## src/rtl/fpu_pkg.sv

```systemverilog
// fpu_pkg: shared opcode/funct3 constants and LSU state encoding for the FP load/store unit
package fpu_pkg;
    localparam logic [6:0] OP_LOAD_FP  = 7'h07;
    localparam logic [6:0] OP_STORE_FP = 7'h27;
    localparam logic [2:0] F3_W        = 3'h2;
    localparam logic [2:0] F3_D        = 3'h3;
    typedef enum logic [1:0] {IDLE, LO, HI, WB} lsu_state_t;
endpackage

```

## src/rtl/fpu_lsu.sv

```systemverilog
// fpu_lsu: FP load/store unit executing FLW/FLD/FSW/FSD over a 32-bit single-outstanding bus.
// Ports: clk/rst (async active-low); issue i_valid/o_ready with i_ops, i_funct3, i_rd_a,
// i_addr, i_fsdata; memory bus o_mem_req/o_mem_we/o_mem_addr/o_mem_wdata, i_mem_ack/i_mem_rdata;
// FP regfile write o_rd_en/o_rd_a/o_rd_data; drop pulses o_misalign/o_illegal.
module fpu_lsu
    import fpu_pkg::*;
#(
    parameter int ADDR_W = 32
) (
    input  logic              clk,
    input  logic              rst,
    input  logic              i_valid,
    output logic              o_ready,
    input  logic [6:0]        i_ops,
    input  logic [2:0]        i_funct3,
    input  logic [4:0]        i_rd_a,
    input  logic [ADDR_W-1:0] i_addr,
    input  logic [63:0]       i_fsdata,
    output logic              o_mem_req,
    output logic              o_mem_we,
    output logic [ADDR_W-1:0] o_mem_addr,
    output logic [31:0]       o_mem_wdata,
    input  logic              i_mem_ack,
    input  logic [31:0]       i_mem_rdata,
    output logic              o_rd_en,
    output logic [4:0]        o_rd_a,
    output logic [63:0]       o_rd_data,
    output logic              o_misalign,
    output logic              o_illegal
);
    lsu_state_t        state, next;
    logic              is_load, is_d;
    logic [4:0]        rd;
    logic [ADDR_W-1:0] addr;
    logic [63:0]       fsdata, cap;
    logic              accept, bad_op, bad_align;

    assign accept    = i_valid && (state == IDLE);
    assign bad_op    = !((i_ops == OP_LOAD_FP || i_ops == OP_STORE_FP) &&
                         (i_funct3 == F3_W || i_funct3 == F3_D));
    assign bad_align = (i_funct3 == F3_D) ? |i_addr[2:0] : |i_addr[1:0];

    always_ff @(posedge clk or negedge rst) begin
        if (!rst) state <= IDLE;
        else      state <= next;
    end

    always_comb begin
        next        = state;
        o_ready     = state == IDLE;
        o_mem_req   = state == LO || state == HI;
        o_mem_we    = o_mem_req && !is_load;
        o_mem_addr  = state == HI ? addr + ADDR_W'(4) : state == LO ? addr : '0;
        o_mem_wdata = !o_mem_we ? 32'h0 : state == HI ? fsdata[63:32] : fsdata[31:0];
        o_rd_en     = state == WB;
        o_rd_a      = o_rd_en ? rd : 5'h0;
        o_rd_data   = !o_rd_en ? 64'h0 : is_d ? cap : {32'h0, cap[31:0]};
        case (state)
            IDLE:    if (accept && !bad_op && !bad_align) next = LO;
            LO:      if (i_mem_ack) next = is_d ? HI : is_load ? WB : IDLE;
            HI:      if (i_mem_ack) next = is_load ? WB : IDLE;
            default: next = IDLE;
        endcase
    end

    // Capture is cleared by reset so an aborted load leaves no partial data behind.
    always_ff @(posedge clk or negedge rst) begin
        if (!rst) begin
            o_illegal  <= 1'b0;
            o_misalign <= 1'b0;
            is_load    <= 1'b0;
            is_d       <= 1'b0;
            rd         <= '0;
            addr       <= '0;
            fsdata     <= '0;
            cap        <= '0;
        end else begin
            o_illegal  <= accept && bad_op;
            o_misalign <= accept && !bad_op && bad_align;
            if (accept) begin
                is_load <= i_ops == OP_LOAD_FP;
                is_d    <= i_funct3 == F3_D;
                rd      <= i_rd_a;
                addr    <= i_addr;
                fsdata  <= i_fsdata;
            end
            if (state == LO && i_mem_ack) cap[31:0]  <= i_mem_rdata;
            if (state == HI && i_mem_ack) cap[63:32] <= i_mem_rdata;
        end
    end
endmodule

```

## config.mk

```make
export PLATFORM = sky130hd
export DESIGN_NAME = fpu_lsu
export DESIGN_NICKNAME = d
export VERILOG_FILES = /design/src/rtl/fpu_pkg.sv /design/src/rtl/fpu_lsu.sv
export SDC_FILE = /design/constraint.sdc
export NUM_CORES = 1
export LEC_CHECK = 0
export ABC_AREA = 1
export BUFFER_PORTS_ARGS = -buffer_cell sky130_fd_sc_hd__buf_2
export CAP_MARGIN = 10
export CORE_ASPECT_RATIO = 0.6
export CORE_UTILIZATION = 51
export DETAILED_ROUTE_END_ITERATION = 8
export HOLD_SLACK_MARGIN = 0.05
export PLACE_DENSITY_LB_ADDON = 0.08
export SLEW_MARGIN = 0
export SYNTH_ARGS = -nofsm -noshare
export SYNTH_HDL_FRONTEND = slang
export SYNTH_SLANG_ARGS = --single-unit
```

## constraint.sdc

```tcl
create_clock -name clk -period 2.35 [get_ports clk]
set_input_delay 0.3525 -clock clk [delete_from_list [all_inputs] [get_ports clk]]
set_output_delay 0.3525 -clock clk [all_outputs]
set_load 0.01 [all_outputs]
```

=== After elaboration in Yosys (flattened, before gate mapping) ===
Cells that the tools add are included.

* Reductions and logical operators: 19
* $add $sub $neg: 1
* Eq/ne operators: 10
* Multiplexer cells: 14

{| class="wikitable"
|+ Operator list
! operator !! count
|-
| 2-to-1 mux 32 bit || 4
|-
| 2-to-1 mux 64 bit || 2
|-
| adder 32 x 3 -> 32 bit, second input constant || 1
|-
| 2-to-1 mux 2 bit || 5
|-
| logical AND 1 bit || 9
|-
| == test 7 x 3 -> 1 bit, second input constant || 1
|-
| == test 7 x 6 -> 1 bit, second input constant || 1
|-
| == test 3 x 2 -> 1 bit, second input constant || 2
|-
| case mux 2 bit (3 select lines) || 1
|-
| 2-to-1 mux 5 bit || 1
|-
| == test 2 bit, second input constant || 2
|-
| != test 2 bit, second input constant || 2
|-
| zero test 1 bit || 3
|-
| logical OR 1 bit || 3
|-
| AND reduction 3 bit || 1
|-
| OR reduction 3 bit || 1
|-
| == test 2 x 1 -> 1 bit, second input constant || 1
|-
| zero test 2 bit || 1
|-
| != test 2 x 1 -> 1 bit, second input constant || 1
|-
| OR reduction 2 bit || 1
|-
| 2-to-1 mux 1 bit || 1
|}

* Input bits: 147
* Flip-flop bits (word level): 171
* Logic and storage cells: 54

=== Logic depth before layout (Yosys ltp) ===
Gate-level depths: netlist of the first run.

* Depth in word-level cells: 7
* Depth in mapped cells: 12
* Depth with buffers taken out: 11

=== Worst setup path after synthesis of the first run ===
No wires, ideal clock.

* Path type: register to output
* From: reg state[0]
* To: out o_mem_addr[26]
* Arrival time: 1,489 ps
* Setup slack: 509 ps
* Data required time: 1,997 ps
* Cell stages (with the launch flop): 12
* Cell sequence: dfrtp_1 inv_1 ha_1 buf_4 nand2_1 nor2_2 nand2_2 nor2_4 nand2_2 nor2_2 nand2_1 o21ai_1

* Word-level cells in the longest chain between the ends: 3
* Elaborated cells between the ends (all ways): 4

{| class="wikitable"
|+ Ends and longest elaborated chain
! element !! RTL line !! source
|-
| from (decl) || fpu_lsu.sv:31 || <nowiki>lsu_state_t state, next;</nowiki>
|-
| from (signal assigned) || fpu_lsu.sv:45 || <nowiki>else state <= next;</nowiki>
|-
| == test 2 x 1 -> 1 bit || fpu_lsu.sv:53 || <nowiki>o_mem_addr = state == HI ? addr + ADDR_W'(4) : state == LO ? addr : '0;</nowiki>
|-
| 2-to-1 mux 32 bit || fpu_lsu.sv:53 ||
|-
| 2-to-1 mux 32 bit (*) || fpu_lsu.sv:53 ||
|-
| to (decl) || fpu_lsu.sv:21 || <nowiki>output logic [ADDR_W-1:0] o_mem_addr,</nowiki>
|}

Mark *: on every way between the ends. The rest lies on a longest branch, timed or not.

=== Final worst setup path of the first run ===
* From: reg state[1]
* To: out o_mem_addr[13]

The elaborated chain is that of the path after synthesis.

==> results of run 1 <==
## flip-flops by register name, summed over array words and instances (netlist names)
signal      count
addr           32
rd              5
cap            64
is_load         1
is_d            1
state           2
fsdata         64
o_misalign      1
o_illegal       1
## cell families after synthesis
logic type      after synthesis  share of synthesized area [%]
simple gates                654                          30.67
compound gates              146                          8.700
buf+inv                     217                          9.813
flops                       171                          50.09
fa+ha+maj                     5                         0.7323
## layout make-up
class                   instances  area (um^2)  area share [%]
inverters                     162        620.6           5.554
repair buffers                316         1834           16.42
clock inverters                15        148.9           1.333
well taps                     228        285.3           2.553
multi-input cells             805         3578           32.03
clock buffers                  17        425.4           3.807
flip-flops and latches        171         4280           38.31
## critical path, cell delays in order (launching register included)
cell,delay [ns]
sky130_fd_sc_hd__dfrtp_2,0.43
sky130_fd_sc_hd__ha_4,0.21
sky130_fd_sc_hd__buf_4,0.17
sky130_fd_sc_hd__nor2_4,0.18
sky130_fd_sc_hd__buf_4,0.26
sky130_fd_sc_hd__o21ai_0,0.10
sky130_fd_sc_hd__o21ai_1,0.07
sky130_fd_sc_hd__inv_1,0.06
sky130_fd_sc_hd__buf_2,0.14
## placed cells by master (no fill, tap or decap), types with 8 or more instances in the layout
cell | Yosys | layout
sky130_fd_sc_hd__buf_2 | 14 | 279
sky130_fd_sc_hd__o21ai_0 | 91 | 87
sky130_fd_sc_hd__clkbuf_16 | 0 | 17
sky130_fd_sc_hd__dfrtp_1 | 171 | 170
sky130_fd_sc_hd__buf_4 | 1 | 16
sky130_fd_sc_hd__nand2_1 | 525 | 509
sky130_fd_sc_hd__buf_12 | 0 | 9
sky130_fd_sc_hd__nand3_1 | 24 | 21
sky130_fd_sc_hd__nand4_1 | 10 | 10
sky130_fd_sc_hd__inv_1 | 154 | 152
sky130_fd_sc_hd__nand2_2 | 4 | 16
sky130_fd_sc_hd__nor2_1 | 69 | 65
sky130_fd_sc_hd__buf_6 | 0 | 10
sky130_fd_sc_hd__a21oi_1 | 45 | 45
sky130_fd_sc_hd__nor2_4 | 3 | 8
## through the flow
stage,setup TNS (ns),area (um^2),total power [mW]
floorplan,0,8543,8.279
global placement,0,10270,10.16
finish,-0.1618,11170,13.34
CTS,-0.002211,10950,13.14
detailed placement,0,10270,10.26
global route,-1.763,11170,14.40
## power by group
part	internal (mW)	switching, mW
Sequential	4.27	0.841
Combinational	2.02	3.46
Clock	1.42	1.34
Total	7.70	5.64
## cells in the mapped netlist
library cell,instances
sky130_fd_sc_hd__nor3_2,1
sky130_fd_sc_hd__nor2_1,69
sky130_fd_sc_hd__nor2_2,8
sky130_fd_sc_hd__nor2_4,3
sky130_fd_sc_hd__or2_2,1
sky130_fd_sc_hd__a32o_1,1
sky130_fd_sc_hd__clkbuf_1,30
sky130_fd_sc_hd__ha_1,5
sky130_fd_sc_hd__dfrtp_1,171
sky130_fd_sc_hd__o22ai_1,2
sky130_fd_sc_hd__nand3b_1,1
sky130_fd_sc_hd__inv_1,154
sky130_fd_sc_hd__a211oi_1,1
sky130_fd_sc_hd__nand3_1,24
sky130_fd_sc_hd__buf_4,1
sky130_fd_sc_hd__buf_1,10
sky130_fd_sc_hd__nor2_8,1
sky130_fd_sc_hd__o21ai_0,91
sky130_fd_sc_hd__nand2_2,4
sky130_fd_sc_hd__inv_2,6
sky130_fd_sc_hd__o21bai_1,1
sky130_fd_sc_hd__nand4_1,10
sky130_fd_sc_hd__nor3_1,4
sky130_fd_sc_hd__clkinv_2,2
sky130_fd_sc_hd__o21ai_1,5
sky130_fd_sc_hd__nand2_1,525
sky130_fd_sc_hd__nand2_4,2
sky130_fd_sc_hd__nand4_2,1
sky130_fd_sc_hd__buf_2,14
sky130_fd_sc_hd__a21oi_1,45
## path summary, 6_finish.rpt
check,from,to,slack [ns]
max,state[1],o_mem_addr[13],-0.04
min,i_fsdata[62],fsdata[62],0.11
max reg2reg,state[1],is_load,0.63
min reg2reg,fsdata[51],fsdata[51],0.48
max in group asynchronous,rst,addr[3],1.22
min in group asynchronous,rst,fsdata[10],0.42
## timing repair
| item | CTS | global route |
|---|---|---|
| resized for setup | 7 | 51 |
| hold buffers | 1 | 0 |
| hold endpoints to repair | 40 | 0 |
| buffers inserted | 9 | 4 |
| endpoints found under the setup margin | 61 | 60 |
| cloned | 0 | 0 |
| pin swaps | 3 | 17 |
## layer usage
| layer | up-vias | GRT usage [%] | wire (um) |
|---|---|---|---|
| li1 | 4176 | - | - |
| met1 | 3825 | 41.51 | 11160 |
| met2 | 308 | 42.09 | 10700 |
| met3 | 32 | 4.454 | 1491 |
| met4 | 0 | 7.069 | 382 |
| met5 | - | 0 | 0 |
==> results.txt, run 1 <==
Setup violations remaining at the end of the flow were counted as 9. Using the TritonRoute via totals, the vias-per-cell ratio works out to 4.866. Setup repair after global routing could not meet its margin everywhere.

Before antenna repair, the detailed router went through 5 iterations. The routability-driven placement congestion ratio came out at 0.8852. The floorplan die area came out at 17290 um^2. The floorplan has 36 rows. The worst hold path depth came out at 3. The CTS clock-pin slew for the worst setup and hold paths came out at 0.08 ns. The library cell used as clock root buffer is sky130_fd_sc_hd__clkbuf_16. The first-iteration detailed-routing DRC count is 595. The peak fanout along the critical path is 15. The worst setup path category is flop to primary output. The run finished, with violations left. The synthesis-to-layout area growth came out at 30.78%. The peak supply drop came out at 0.6575 mV. The initial core utilization came out at 52.39%.

The fraction of synthesized cell area taken by the top area cell type is 50.09%. The worst hold-check slack came out at 0.1130 ns. The detailed placement HPWL is 16.26 mm.

The residual DRC count is 0. The number of hold violations in the final report is 0. The number of I/O port buffers came out at 285.

The fraction of the core area covered by cells at the end of the flow came out at 68.52%. The mean routed wirelength per cell came out at 13.85 um. The post-route worst setup slack came out at -0.03582 ns. The worst min-delay path category is input pin to flop. Counting flops and latches in the post-synthesis netlist gives 171.

For this block, the via count after detailed routing is 8341. The relative max-transition margin came out at 72.02%. Measured in cells, the most critical reg-to-reg path has a length of 7. The overall global routing resource usage came out at 27.70%. The biggest area contributor in the post-synthesis netlist is sky130_fd_sc_hd__dfrtp_1.

The diode insertion count for antenna repair came out at 0. The number of global-route vias before repair came out at 7471. The number of top-level design ports came out at 286. Entering global routing, the biggest net connects 83 pins. For this run, the top clock speed supported by timing is 0.4191 GHz. The number of fillers in the final layout came out at 1447.

The final layout net count came out at 1625. The TritonCTS clock tree is built. The die is 169.1 um wide. TritonCTS created 17 clock buffers. The count of clock tree sinks came out at 171.

The type of element launching the critical path is a flop. In this run, distinct cell masters in the synthesized netlist total 30. The minimum period implied by the final worst setup slack came out at 2.386 ns.

The die boundary height is 102.3 um. For the worst-skew pair, the clock arrives at the later sink with an insertion delay of 0.42 ns. The number of max-slew violations in the final report came out at 0. The sequential area share after synthesis is 50.09%.

The Yosys step of the flow raised 0 warnings. The number of placed instances with taps included is 1668. For this design the ratio of total power to cell area is 1194 nW/um^2. The part of the cycle the worst path needs came out at 101.5%. The number of maximum-capacitance violations came out at 0.

The total wirelength of the detailed-routed design is 23.73 mm. The data required time at the worst endpoint came out at 2.00 ns. The number of non-filler instances in the completed layout came out at 1714. In the post-synthesis netlist, the biggest area contributors are sky130_fd_sc_hd__dfrtp_1 50%, sky130_fd_sc_hd__nand2_1 23%, sky130_fd_sc_hd__inv_1 6.8%, sky130_fd_sc_hd__o21ai_0 5.3%, sky130_fd_sc_hd__nor2_1 3.0%. The worst setup path is captured at a primary output. The placeable core region is 16310 um^2. The global-route wire length before repair came out at 37.37 mm. The post-placement setup slack came out at 0.2640 ns. The number of antenna violations at the first check in global routing was 0. The checks that failed: negative setup slack. The slew of the pin with the lowest slew margin came out at 0.4197 ns. After global routing the overflow that remains totals 0. The count of H-tree levels built during CTS came out at 4. In this run the deepest clock path goes through 2 buffers.

The arrival time at the worst endpoint came out at 2.03 ns. Once detail routing completed, the nets flagged for antenna violations numbered 0. The worst-case clock skew came out at 0.01529 ns.

In this run the static leakage power is 6.563 nW. The share of post-route cells with drive strength above 1 came out at 27.39%. The mean post-synth cell area came out at 7.161 um^2. The cell count after synthesis came out at 1193.

The synthesized net count is 1345. The cell area after synthesis came out at 8543 um^2.
Note: power is estimated with default switching activity, not from simulation.
==> run 2, diff against run 1 <==
==> constraint.sdc (replaced) <==
create_clock -name clk -period 2.6 [get_ports clk]
set_input_delay 0.39 -clock clk [delete_from_list [all_inputs] [get_ports clk]]
set_output_delay 0.39 -clock clk [all_outputs]
set_load 0.01 [all_outputs]
==> results.txt, run 2 (same netlist as run 1, synthesis figures left out) <==
The later pin in the worst-skew pair is clocked with a latency of 0.43 ns. The flow ran to the end, and the final reports show no timing, DRC or antenna violations. The highest clock frequency the design can meet is 0.3900 GHz. The die is 102.3 um tall.

The area of all placed cells without fillers is 10940 um^2. The worst-case clock skew is 0.01104 ns. In this run the worst hold path is classified as input pin to flop. The relative max-transition margin came out at 43.92%. The synthesis-to-layout area growth came out at 28.09%.

For this configuration, the core starts out at a cell density of 52.39%. The part of the cycle the worst path needs came out at 98.62%. The leading cell type in the layout, fill and taps excluded is sky130_fd_sc_hd__nand2_1. At the end of routability-driven placement, the weighted congestion stood at 0.9393. The cell area reported after detailed placement came out at 10230 um^2.

The number of non-filler instances in the completed layout is 1709. In this run the most critical hold path is launched from i_fsdata[16]. Cells with a size suffix above 1 make up 25.68% of the layout.

The number of fillers in the final layout is 1480. The leakage power of the design came out at 6.459 nW. The mean routed wirelength per cell came out at 13.71 um.

The met1 demand-to-capacity share in global routing came out at 39.52%. The number of I/O port buffers is 285. The global-route met3 utilization came out at 6.468%. The global-route congestion overflow total came out at 0. The areal power density over the cells is 1084 nW/um^2.

Global routing consumed, on the met2 layer, 41.48% of the routing resources. The final layout contains 1619 nets. The first global-routing pass estimated 37.09 mm of wire. The worst setup path is launched from a flop. The first routing iteration left 630 violations.

In the final layout, the registers with the most flip-flops are cap (64), fsdata (64), addr (32). The fraction of the core area covered by cells at the end of the flow came out at 67.11%. The number of failing setup endpoints in the final timing report is 0.

The number of antenna violations at the first check in global routing is 0. The number of CTS-inserted buffers came out at 17. Along the worst path, the maximum fanout reaches 23. For the pin with the worst max-slew slack, the measured transition is 0.8411 ns. The library cells used most frequently in the layout, excluding fill and tap cells, are 520 x sky130_fd_sc_hd__nand2_1, 284 x sky130_fd_sc_hd__buf_2, 169 x sky130_fd_sc_hd__dfrtp_1, 153 x sky130_fd_sc_hd__inv_1, 91 x sky130_fd_sc_hd__o21ai_0. The number of maximum-capacitance violations is 0. Summing over every cut layer, the via total after detailed routing is 8281.

The area taken by flip-flops and latches came out at 4282 um^2. The count of clock tree sinks is 171. The detailed placement HPWL came out at 16.24 mm. The arrival time at the worst endpoint came out at 2.17 ns. The minimum period implied by the final worst setup slack came out at 2.564 ns. The residual DRC count is 0.

The floorplan die area came out at 17290 um^2. The ratio of routed vias to standard cells came out at 4.846. The largest net degree at the start of global routing is 83.

The x dimension of the die is 169.1 um. The TritonCTS clock tree is built. The detailed-router iteration count before antenna repair is 5.

The peak supply drop is 0.5806 mV. The number of max-slew violations in the final report is 0. In this run, placement finished with an instance count of 1667. The count of H-tree levels built during CTS came out at 4. Once detail routing completed, the nets flagged for antenna violations numbered 0. The worst setup path is of the flop to primary output kind. The number of hold violations in the final report is 0. In the final layout, the multi-input gates occupy 3473 um^2. The overall global routing resource usage came out at 27.44%. met2 is the most crowded layer. The number of global-route vias before repair came out at 7478. The startpoint identified for the worst register-to-register timing path is state[0]. The most critical setup path has its startpoint at state[0].

The final layout contains routed wiring with a total length of 23.43 mm. The buffer depth of the longest clock path is 2. STA classifies the critical path endpoint as a primary output. The placeable core region came out at 16310 um^2. The root buffer cell chosen for the clock tree is sky130_fd_sc_hd__clkbuf_16. The data required time at the worst endpoint is 2.21 ns. In this run the count of I/O pins placed on the die edge is 286. Clock-pin slew was measured on the worst setup and hold paths at 0.08 ns. The total number of placement rows came out at 36.
-- run 2: what timing repair did --
item	4_1_cts	5_1_grt
setup buffers	2	6
hold endpoints to repair	55	0
setup endpoints to repair	20	19
pin swaps	0	4
resized for setup	3	10
hold buffers	1	0
-- run 2: path summary, 6_finish.rpt --
kind / to / slack, ns / cells after the start
setup / recovery: o_mem_wdata[3] / 0.04 / 7
hold / removal: fsdata[16] / 0.15 / 3
setup reg to reg: fsdata[3] / 0.59 / 7
hold reg to reg: rd[1] / 0.48 / 2
max in group asynchronous: rd[1] / 1.31 / 3
min in group asynchronous: fsdata[10] / 0.50 / 2
-- run 2: routing by layer --
layer	routed length [um]	part of all wire, %
met3	1555	6.6
met4	358	1.5
met1	11230	48
met5	0	0
met2	10290	44
-- run 2: layout make-up --
class	count	share of cell area, %
Antenna cell	1	0.02287
Clock buffer	18	4.013
Clock inverter	14	1.338
Inverter	162	5.603
Multi-Input combinational cell	805	31.74
Sequential cell	171	39.13
Tap cell	228	2.607
Timing Repair Buffer	310	15.55
-- run 2: per-stage QoR --
step                      hold slack, ns  power [mW]  setup slack, ns  setup TNS, ns
after floorplan                  0.09441       7.483           0.7215              0
after global placement            0.3921       9.153           0.3295              0
after detailed placement          0.3987       9.226           0.2488              0
after CTS                         0.1320       11.83          0.03815              0
after global routing              0.1387       12.81         -0.07270        -0.9345
final                             0.1476       11.86          0.03591              0
-- run 2: worst max-delay path, stage by stage, from the launching register on --
cell                      delay [ns]
sky130_fd_sc_hd__dfrtp_1        0.42
sky130_fd_sc_hd__inv_2          0.08
sky130_fd_sc_hd__buf_4          0.14
sky130_fd_sc_hd__ha_1           0.32
sky130_fd_sc_hd__nand2_2        0.20
sky130_fd_sc_hd__buf_12         0.23
sky130_fd_sc_hd__a21oi_1        0.18
sky130_fd_sc_hd__buf_2          0.17
-- run 2: power breakdown --
| part | switching [mW] | leakage (nW) | internal (mW) | total, mW |
|---|---|---|---|---|
| Combinational | 3.01 | 4.03 | 1.71 | 4.71 |
| Sequential | 0.771 | 2.14 | 3.86 | 4.63 |
| Clock | 1.21 | 0.286 | 1.31 | 2.52 |
